File: config.mk
export PLATFORM = sky130hd
export DESIGN_NAME = frame_draw_scheduler
export DESIGN_NICKNAME = d
export VERILOG_FILES = /design/src/rtl/frame_draw_scheduler_pkg.sv /design/src/rtl/frame_draw_scheduler_rr_arbiter_pick.sv /design/src/rtl/frame_draw_scheduler.sv
export SDC_FILE = /design/constraint.sdc
export NUM_CORES = 1
export LEC_CHECK = 0
export CORE_MARGIN = 1.5
export CORE_UTILIZATION = 30
export DETAILED_ROUTE_END_ITERATION = 8
export DONT_BUFFER_PORTS = 1
export GPL_TIMING_DRIVEN = 1
export PLACE_DENSITY = 0.45
export SKIP_LAST_GASP = 1
export SYNTH_ARGS = -nofsm -noshare
export SYNTH_HDL_FRONTEND = slang
export SYNTH_SLANG_ARGS = --single-unit
File: constraint.sdc
create_clock -name clock -period 1.8 [get_ports clock]
set_input_delay 0.09 -clock clock [delete_from_list [all_inputs] [get_ports clock]]
set_output_delay 0.09 -clock clock [all_outputs]
set_load 0.02 [all_outputs]
File: src/rtl/frame_draw_scheduler_pkg.sv
// Shared types and constants for the frame draw scheduler and its arbiter.
package frame_draw_scheduler_pkg;

  localparam int X_W      = 8;
  localparam int Y_W      = 7;
  localparam int COL_W    = 3;
  localparam int SCREEN_W = 160;
  localparam int SCREEN_H = 120;

  typedef enum logic [2:0] {
    IDLE        = 3'd0,
    SLIDE_START = 3'd1,
    SLIDE_ARM   = 3'd2,
    SLIDE_RUN   = 3'd3,
    ARB         = 3'd4,
    DRAW        = 3'd5
  } sched_state_e;

  // Pointer width for an n-way round-robin; never narrower than one bit.
  function automatic int ptrWidth(input int n);
    return (n > 1) ? $clog2(n) : 1;
  endfunction

endpackage

File: src/rtl/frame_draw_scheduler_rr_arbiter_pick.sv
// Combinational round-robin pick: first valid requester at or above rrPtr, wrapping.
module rr_arbiter_pick
  import frame_draw_scheduler_pkg::*;
#(
  parameter int N     = 3,
  parameter int PTR_W = ptrWidth(N)
) (
  input  logic [N-1:0]     reqValid,
  input  logic [PTR_W-1:0] rrPtr,
  output logic [N-1:0]     pick,
  output logic             anyValid
);

  // Walk the requesters starting at rrPtr and take the first valid one.
  always_comb begin
    int idx;
    idx      = 0;
    pick     = '0;
    anyValid = 1'b0;
    for (int i = 0; i < N; i++) begin
      idx = int'(rrPtr) + i;
      if (idx >= N) idx = idx - N;
      if (!anyValid && reqValid[idx]) begin
        pick[idx] = 1'b1;
        anyValid  = 1'b1;
      end
    end
  end

endmodule

File: src/rtl/frame_draw_scheduler.sv
// Per-frame sequencer and VGA write-port arbiter: runs the screen slider once
// per frame tick, then shares the VGA write port round-robin among draw engines.
// Optional macro FRAME_SCHED_OVERRUN_EN adds overrunCount/overrun outputs that
// record frame ticks dropped while the scheduler was busy.
module frame_draw_scheduler
  import frame_draw_scheduler_pkg::*;
#(
  parameter int         NUM_REQ    = 3,
  parameter logic [7:0] SLIDE_X_LO = 8'd0,
  parameter logic [7:0] SLIDE_X_HI = 8'd158,
  parameter logic [6:0] SLIDE_Y_LO = 7'd0,
  parameter logic [6:0] SLIDE_Y_HI = 7'd119
) (
  input  logic                     clock,
  input  logic                     reset_n,
  input  logic                     frameTick,
  output logic                     slideStart,
  output logic [X_W-1:0]           slideLowerX,
  output logic [X_W-1:0]           slideUpperX,
  output logic [Y_W-1:0]           slideLowerY,
  output logic [Y_W-1:0]           slideUpperY,
  input  logic                     slideDone,
  input  logic [X_W-1:0]           slideX,
  input  logic [Y_W-1:0]           slideY,
  input  logic [COL_W-1:0]         slideColour,
  input  logic                     slideWriteEn,
  input  logic [NUM_REQ-1:0]       reqValid,
  input  logic [X_W*NUM_REQ-1:0]   reqX,
  input  logic [Y_W*NUM_REQ-1:0]   reqY,
  input  logic [COL_W*NUM_REQ-1:0] reqColour,
  input  logic [NUM_REQ-1:0]       reqWriteEn,
  output logic [NUM_REQ-1:0]       grant,
  output logic [X_W-1:0]           vgaX,
  output logic [Y_W-1:0]           vgaY,
  output logic [COL_W-1:0]         vgaColour,
  output logic                     vgaWriteEn,
  output logic                     busy
`ifdef FRAME_SCHED_OVERRUN_EN
  ,
  output logic [7:0]               overrunCount,
  output logic [0:0]               overrun
`endif
);

  localparam int PTR_W = ptrWidth(NUM_REQ);

  sched_state_e state_q, state_d;
  logic [PTR_W-1:0]   rrPtr_q, rrPtr_d;
  logic [NUM_REQ-1:0] grant_q, grant_d;
  logic [X_W-1:0]     vgaX_q, vgaX_d;
  logic [Y_W-1:0]     vgaY_q, vgaY_d;
  logic [COL_W-1:0]   vgaColour_q, vgaColour_d;
  logic               vgaWriteEn_q, vgaWriteEn_d;

  logic [NUM_REQ-1:0] pick;
  logic               anyValid;
  logic [PTR_W-1:0]   nextPtr;

  logic               srcActive;
  logic [X_W-1:0]     srcX;
  logic [Y_W-1:0]     srcY;
  logic [COL_W-1:0]   srcColour;
  logic               srcWriteEn;

  assign slideLowerX = SLIDE_X_LO;
  assign slideUpperX = SLIDE_X_HI;
  assign slideLowerY = SLIDE_Y_LO;
  assign slideUpperY = SLIDE_Y_HI;

  assign slideStart = (state_q == SLIDE_START);
  assign busy       = (state_q != IDLE);
  assign grant      = grant_q;
  assign vgaX       = vgaX_q;
  assign vgaY       = vgaY_q;
  assign vgaColour  = vgaColour_q;
  assign vgaWriteEn = vgaWriteEn_q;

  rr_arbiter_pick #(
    .N     (NUM_REQ),
    .PTR_W (PTR_W)
  ) u_pick (
    .reqValid (reqValid),
    .rrPtr    (rrPtr_q),
    .pick     (pick),
    .anyValid (anyValid)
  );

  // Select the current write source and the pointer just past the granted requester.
  always_comb begin
    srcActive  = 1'b0;
    srcX       = '0;
    srcY       = '0;
    srcColour  = '0;
    srcWriteEn = 1'b0;
    nextPtr    = '0;
    for (int i = 0; i < NUM_REQ; i++) begin
      if (grant_q[i]) begin
        nextPtr = (i == NUM_REQ - 1) ? '0 : PTR_W'(i + 1);
      end
    end
    if (state_q == SLIDE_RUN) begin
      srcActive  = 1'b1;
      srcX       = slideX;
      srcY       = slideY;
      srcColour  = slideColour;
      srcWriteEn = slideWriteEn;
    end else if (state_q == DRAW) begin
      srcActive = 1'b1;
      for (int i = 0; i < NUM_REQ; i++) begin
        if (grant_q[i]) begin
          srcX       = reqX[i*X_W +: X_W];
          srcY       = reqY[i*Y_W +: Y_W];
          srcColour  = reqColour[i*COL_W +: COL_W];
          srcWriteEn = reqWriteEn[i];
        end
      end
    end
  end

  // Next-state logic: slider phase first, then grant requesters one at a time.
  always_comb begin
    state_d = state_q;
    rrPtr_d = rrPtr_q;
    grant_d = grant_q;
    unique case (state_q)
      IDLE:        if (frameTick) state_d = SLIDE_START;
      SLIDE_START: state_d = SLIDE_ARM;
      SLIDE_ARM:   state_d = SLIDE_RUN;
      SLIDE_RUN:   if (slideDone) state_d = ARB;
      ARB: begin
        if (anyValid) begin
          grant_d = pick;
          state_d = DRAW;
        end else begin
          state_d = IDLE;
        end
      end
      DRAW: begin
        if ((reqValid & grant_q) == '0) begin
          grant_d = '0;
          rrPtr_d = nextPtr;
          state_d = ARB;
        end
      end
      default: begin
        grant_d = '0;
        state_d = IDLE;
      end
    endcase
  end

  // Write port register: load from the active source, otherwise hold coordinates and stop writing.
  always_comb begin
    vgaX_d       = vgaX_q;
    vgaY_d       = vgaY_q;
    vgaColour_d  = vgaColour_q;
    vgaWriteEn_d = 1'b0;
    if (srcActive) begin
      vgaX_d       = srcX;
      vgaY_d       = srcY;
      vgaColour_d  = srcColour;
      vgaWriteEn_d = srcWriteEn;
    end
  end

  // State, arbitration and write-port registers with synchronous active-low reset.
  always_ff @(posedge clock) begin
    if (!reset_n) begin
      state_q      <= IDLE;
      rrPtr_q      <= '0;
      grant_q      <= '0;
      vgaX_q       <= '0;
      vgaY_q       <= '0;
      vgaColour_q  <= '0;
      vgaWriteEn_q <= 1'b0;
    end else begin
      state_q      <= state_d;
      rrPtr_q      <= rrPtr_d;
      grant_q      <= grant_d;
      vgaX_q       <= vgaX_d;
      vgaY_q       <= vgaY_d;
      vgaColour_q  <= vgaColour_d;
      vgaWriteEn_q <= vgaWriteEn_d;
    end
  end

`ifdef FRAME_SCHED_OVERRUN_EN
  logic [7:0] overrunCount_q;
  logic       overrun_q;

  assign overrunCount = overrunCount_q;
  assign overrun      = overrun_q;

  // Count frame ticks that arrive while a frame is still in progress (saturating).
  always_ff @(posedge clock) begin
    if (!reset_n) begin
      overrunCount_q <= '0;
      overrun_q      <= 1'b0;
    end else if (frameTick && (state_q != IDLE)) begin
      if (overrunCount_q != 8'hFF) overrunCount_q <= overrunCount_q + 8'd1;
      overrun_q <= 1'b1;
    end
  end
`endif

endmodule

==> results.md <==
- The run finished, with violations left.
- The checks that failed: setup timing.
- The internal power summed over all cells is 849.8 µW.
- The number of distinct standard cells referenced by the synthesized netlist is 49.
- The met1 routing resource usage after global routing is 17.16%.
- Dividing the detail-routed via count by the number of cells gives 5.054.
- The clock passes through at most 2 buffers.
- The tightest slew margin relative to the limit is 48.06%.
- The register bit total from synthesis is 27.
- The overall fraction of global-route tracks in use is 14.94%.
- The layout cell share with drive strength beyond 1 is 16.85%.
- The first global-routing pass estimated 8804 µm of wire.
- The wire length reported by the detailed router is 5864 µm.
- Setup slack on the critical path of the routed design comes to -0.02336 ns.
- The cell area after synthesis is 2102 µm².
- The endpoint required time on the critical path is 1.97 ns.
- The class of the worst hold path is in -> reg.
- Setup violations remaining at the end of the flow were counted as 3.
- The clock-pin slew on the worst setup and hold paths is 0.09 ns.
- The total via count in the routed design is 1865.
- Counting instances in the post-synthesis netlist gives the leading cell types as sky130_fd_sc_hd__nand2_1, sky130_fd_sc_hd__a22oi_1, sky130_fd_sc_hd__buf_4, sky130_fd_sc_hd__dfxtp_1, sky130_fd_sc_hd__o21ai_0.
- In this run, the number of DRC markers left after iteration 0 of detailed routing was 34.
- The number of top-level pins is 137.
- The initial antenna violation count came to 0.
- The floorplan step defined a die boundary enclosing 7518 µm².
- The highest cell delay on the worst timing path is 0.34 ns.
- The top achievable clock speed is 548.4 MHz.
- Sorting the synthesized cells by area gives the leading types as sky130_fd_sc_hd__dfxtp_1, sky130_fd_sc_hd__a22oi_1, sky130_fd_sc_hd__buf_4.
- At the pin with the least slew margin, the transition time is 0.7765 ns.
- The yosys synthesis warning count is 0.
- In the synthesized netlist, the number of instances is 267.
- Entering global routing, the biggest net connects 43 pins.
- The post-route fraction of the period consumed by the critical path is 101.3%.
- The clock tree root buffer cell is sky130_fd_sc_hd__clkbuf_8.
- From synthesis to final layout, the design area changed by 7.083%.
- Setup repair after global routing could not meet its margin everywhere.
- The busiest layer in global routing is met2.
- The total area inside the core boundary comes to 6794 µm².
- The final count of hold timing violations came to 0.
- The share of power burned in the clock network is 28.3%.
- The diode insertion count for antenna repair is 0.
- The area share of the leading cell type in the synthesized netlist is 25.71%.
- The count of final max-slew check failures is 0.
- The number of CTS-inserted buffers is 3.
- The count of nets left with antenna violations once routing finished came out at 0.
- The number of detailed-routing iterations run before antenna repair is 4.
- Data on the critical path arrives at its endpoint at 1.99 ns.
- The number of global-route vias before repair was 1715.
- The share of synthesized flip-flops with an asynchronous set or reset is 0%.
- The floorplan die width is 86.71 µm.
- The clock tree skew after final layout is 0.003656 ns.
- The detailed-route wire length per cell is 15.89 µm.
- From bottom edge to top edge, the die measures 86.71 µm.
- The number of nets in the final layout is 361.
- Once detailed placement completed, the half-perimeter wirelength came to 4364 µm.
- The critical path in this run is classified as reg -> reg.
- By instance count, the leading cell after synthesis is sky130_fd_sc_hd__nand2_1.
- The met3 usage is 4.190%.
- The power per cell area is 538.2 nW/µm².
- The fill cell instance count of the final layout is 768.
- Across the run, the number of max-cap violations was 0.
- Of the synthesized area, sequential elements account for 25.71%.
- The clock tree from TritonCTS is built.
- Of the total power, the share spent switching nets is 29.86%.
- The largest total area in the synthesized netlist belongs to sky130_fd_sc_hd__dfxtp_1.
- For this design, the sink count on the clock tree is 27.
- The critical path goes through inv_2 > ha_4 > and2b_1 > a32o_2 > nor4_4 > nor2_2 > a32o_1.
- IR analysis of the VDD net gives a maximum drop of 0.2526 mV.
- The sequential fraction of design power is 53.5%.
- CTS built an H-tree with a depth of 1.
- The standard cell with the maximum stage delay on the critical path is sky130_fd_sc_hd__dfxtp_2.
- STA classifies the critical path endpoint as a flip-flop.
- The post-layout minimum cycle time is 1.823 ns.
- Clock latency on the worst-skew pair, taken at its later pin, is 0.27 ns.
- The power spent charging and discharging nets is 361.7 µW.
- For this design the static power due to leakage is 0.7752 nW.
- The remaining design rule violation count is 0.
- The type of origin of the critical path is a flip-flop.
- The met2 usage in global routing is 27.49%.
- The number of rows created at floorplan is 30.
- Including well taps, the total number of placed cells is 359.
- The final weighted congestion of routability-driven global placement is 0.8343.
- After the flow finishes, the layout carries non-filler instances totaling 369.
- For this run, the leading register cell type out of synthesis is sky130_fd_sc_hd__dfxtp_1.
- Port buffering added 0 buffers.
- The number of enable-type register cells in the synthesized netlist is 0.
- Hold is met by 0.01245 ns.
- Once the floorplan was initialized, standard cells occupied 30.94% of the core.
- Dividing the synthesized area by the synthesized cell count gives 7.873 µm².
- In this run, the combinational gates consume 18.3% of the power.
- Global routing finished with a remaining overflow of 0.
- Of all nets on the critical path, the largest fanout is 5.
[sequential cells by signal (all words and copies together), names as in the netlist]
signal      flops
vgaColour       3
grant           3
state_q         3
rrPtr_q         2
vgaX            8
vgaY            7
vgaWriteEn      1
[worst paths after layout]
path | startpoint | endpoint | slack [ns] | cells past startpoint
setup / recovery | rrPtr_q[0]$_SDFFE_PN0P_ | grant[0]$_SDFFE_PN0P_ | -0.02 | 7
hold reg to reg | rrPtr_q[1]$_SDFFE_PN0P_ | rrPtr_q[1]$_SDFFE_PN0P_ | 0.56 | 2
hold / removal | slideWriteEn | vgaWriteEn$_SDFF_PN0_ | 0.01 | 2
setup reg to reg | rrPtr_q[0]$_SDFFE_PN0P_ | grant[0]$_SDFFE_PN0P_ | -0.02 | 7
[routing by layer]
layer | share of wire, % | up-vias
met4 | 0.41 | 0
li1 | - | 911
met5 | 0 | -
met1 | 40 | 876
met3 | 8.6 | 2
met2 | 51 | 76
[kinds of logic after synthesis]
group,synth area share [%]
other cells,0.3573
compound gates,34.05
fa+ha+maj,2.381
buf+inv,16.79
simple gates,18.75
mux,1.964
flops,25.71
[power by group through the flow]
stage               registers, mW  logic (mW)  clock network [mW]
floorplan                   0.657       0.235                   0
global placement            0.662       0.206                   0
detailed placement          0.662       0.207                   0
CTS                         0.648       0.220               0.373
global route                0.651       0.242               0.386
finish                      0.648       0.221               0.342
[timing repair]
action                     in CTS  in global routing
hold endpoints to repair       25                  0
pin swaps                       7                  4
resized for setup               1                  6
setup buffers                   3                  2
setup endpoints to repair       4                 12
hold buffers                    2                  0
[per-stage QoR]
stage | setup slack, ns | setup TNS, ns | cell area, µm² | power, mW | utilization [%]
after floorplan | 0.01312 | 0 | 2226 | 0.8923 | -
final | -0.02336 | -0.06299 | 2251 | 1.212 | 33.13
after detailed placement | -0.06182 | -0.1221 | 2135 | 0.8686 | 31.42
after global routing | -0.1343 | -0.5062 | 2251 | 1.279 | 33.13
after CTS | -0.07565 | -0.2733 | 2223 | 1.240 | 32.73
after global placement | -0.02352 | -0.05660 | 2135 | 0.8685 | 31.42
[area by class of cell]
| class | count | area (µm²) | share of cell area [%] |
|---|---|---|---|
| clock buffers | 4 | 45.04 | 2.001 |
| well taps | 96 | 120.1 | 5.336 |
| repair buffers | 22 | 173.9 | 7.727 |
| inverters | 5 | 18.77 | 0.8338 |
| multi-input cells | 215 | 1350 | 59.98 |
| flip-flops and latches | 27 | 543.0 | 24.12 |
[worst max-delay path, delay by kind of cell, from the launching register on]
kind,cells,cell delay (ns)
compound gates,2,0.46
fa+ha+maj,1,0.28
buf+inv,1,0.05
flops,1,0.34
simple gates,3,0.58
[layout by cell type, fill, tap and decap left out, types with 3 or more instances in the layout]
master | netlist | layout
sky130_fd_sc_hd__o21ai_0 | 23 | 23
sky130_fd_sc_hd__nand2_1 | 46 | 46
sky130_fd_sc_hd__nor2_1 | 3 | 3
sky130_fd_sc_hd__inv_1 | 4 | 3
sky130_fd_sc_hd__dfxtp_1 | 27 | 25
sky130_fd_sc_hd__nor2b_1 | 4 | 3
sky130_fd_sc_hd__conb_1 | 2 | 30
sky130_fd_sc_hd__a21boi_1 | 10 | 10
sky130_fd_sc_hd__buf_4 | 31 | 19
sky130_fd_sc_hd__a22oi_1 | 39 | 39
sky130_fd_sc_hd__a21oi_1 | 7 | 6
sky130_fd_sc_hd__clkbuf_8 | 2 | 3
sky130_fd_sc_hd__a21boi_0 | 8 | 8
Power figures use the tool's default switching activity.
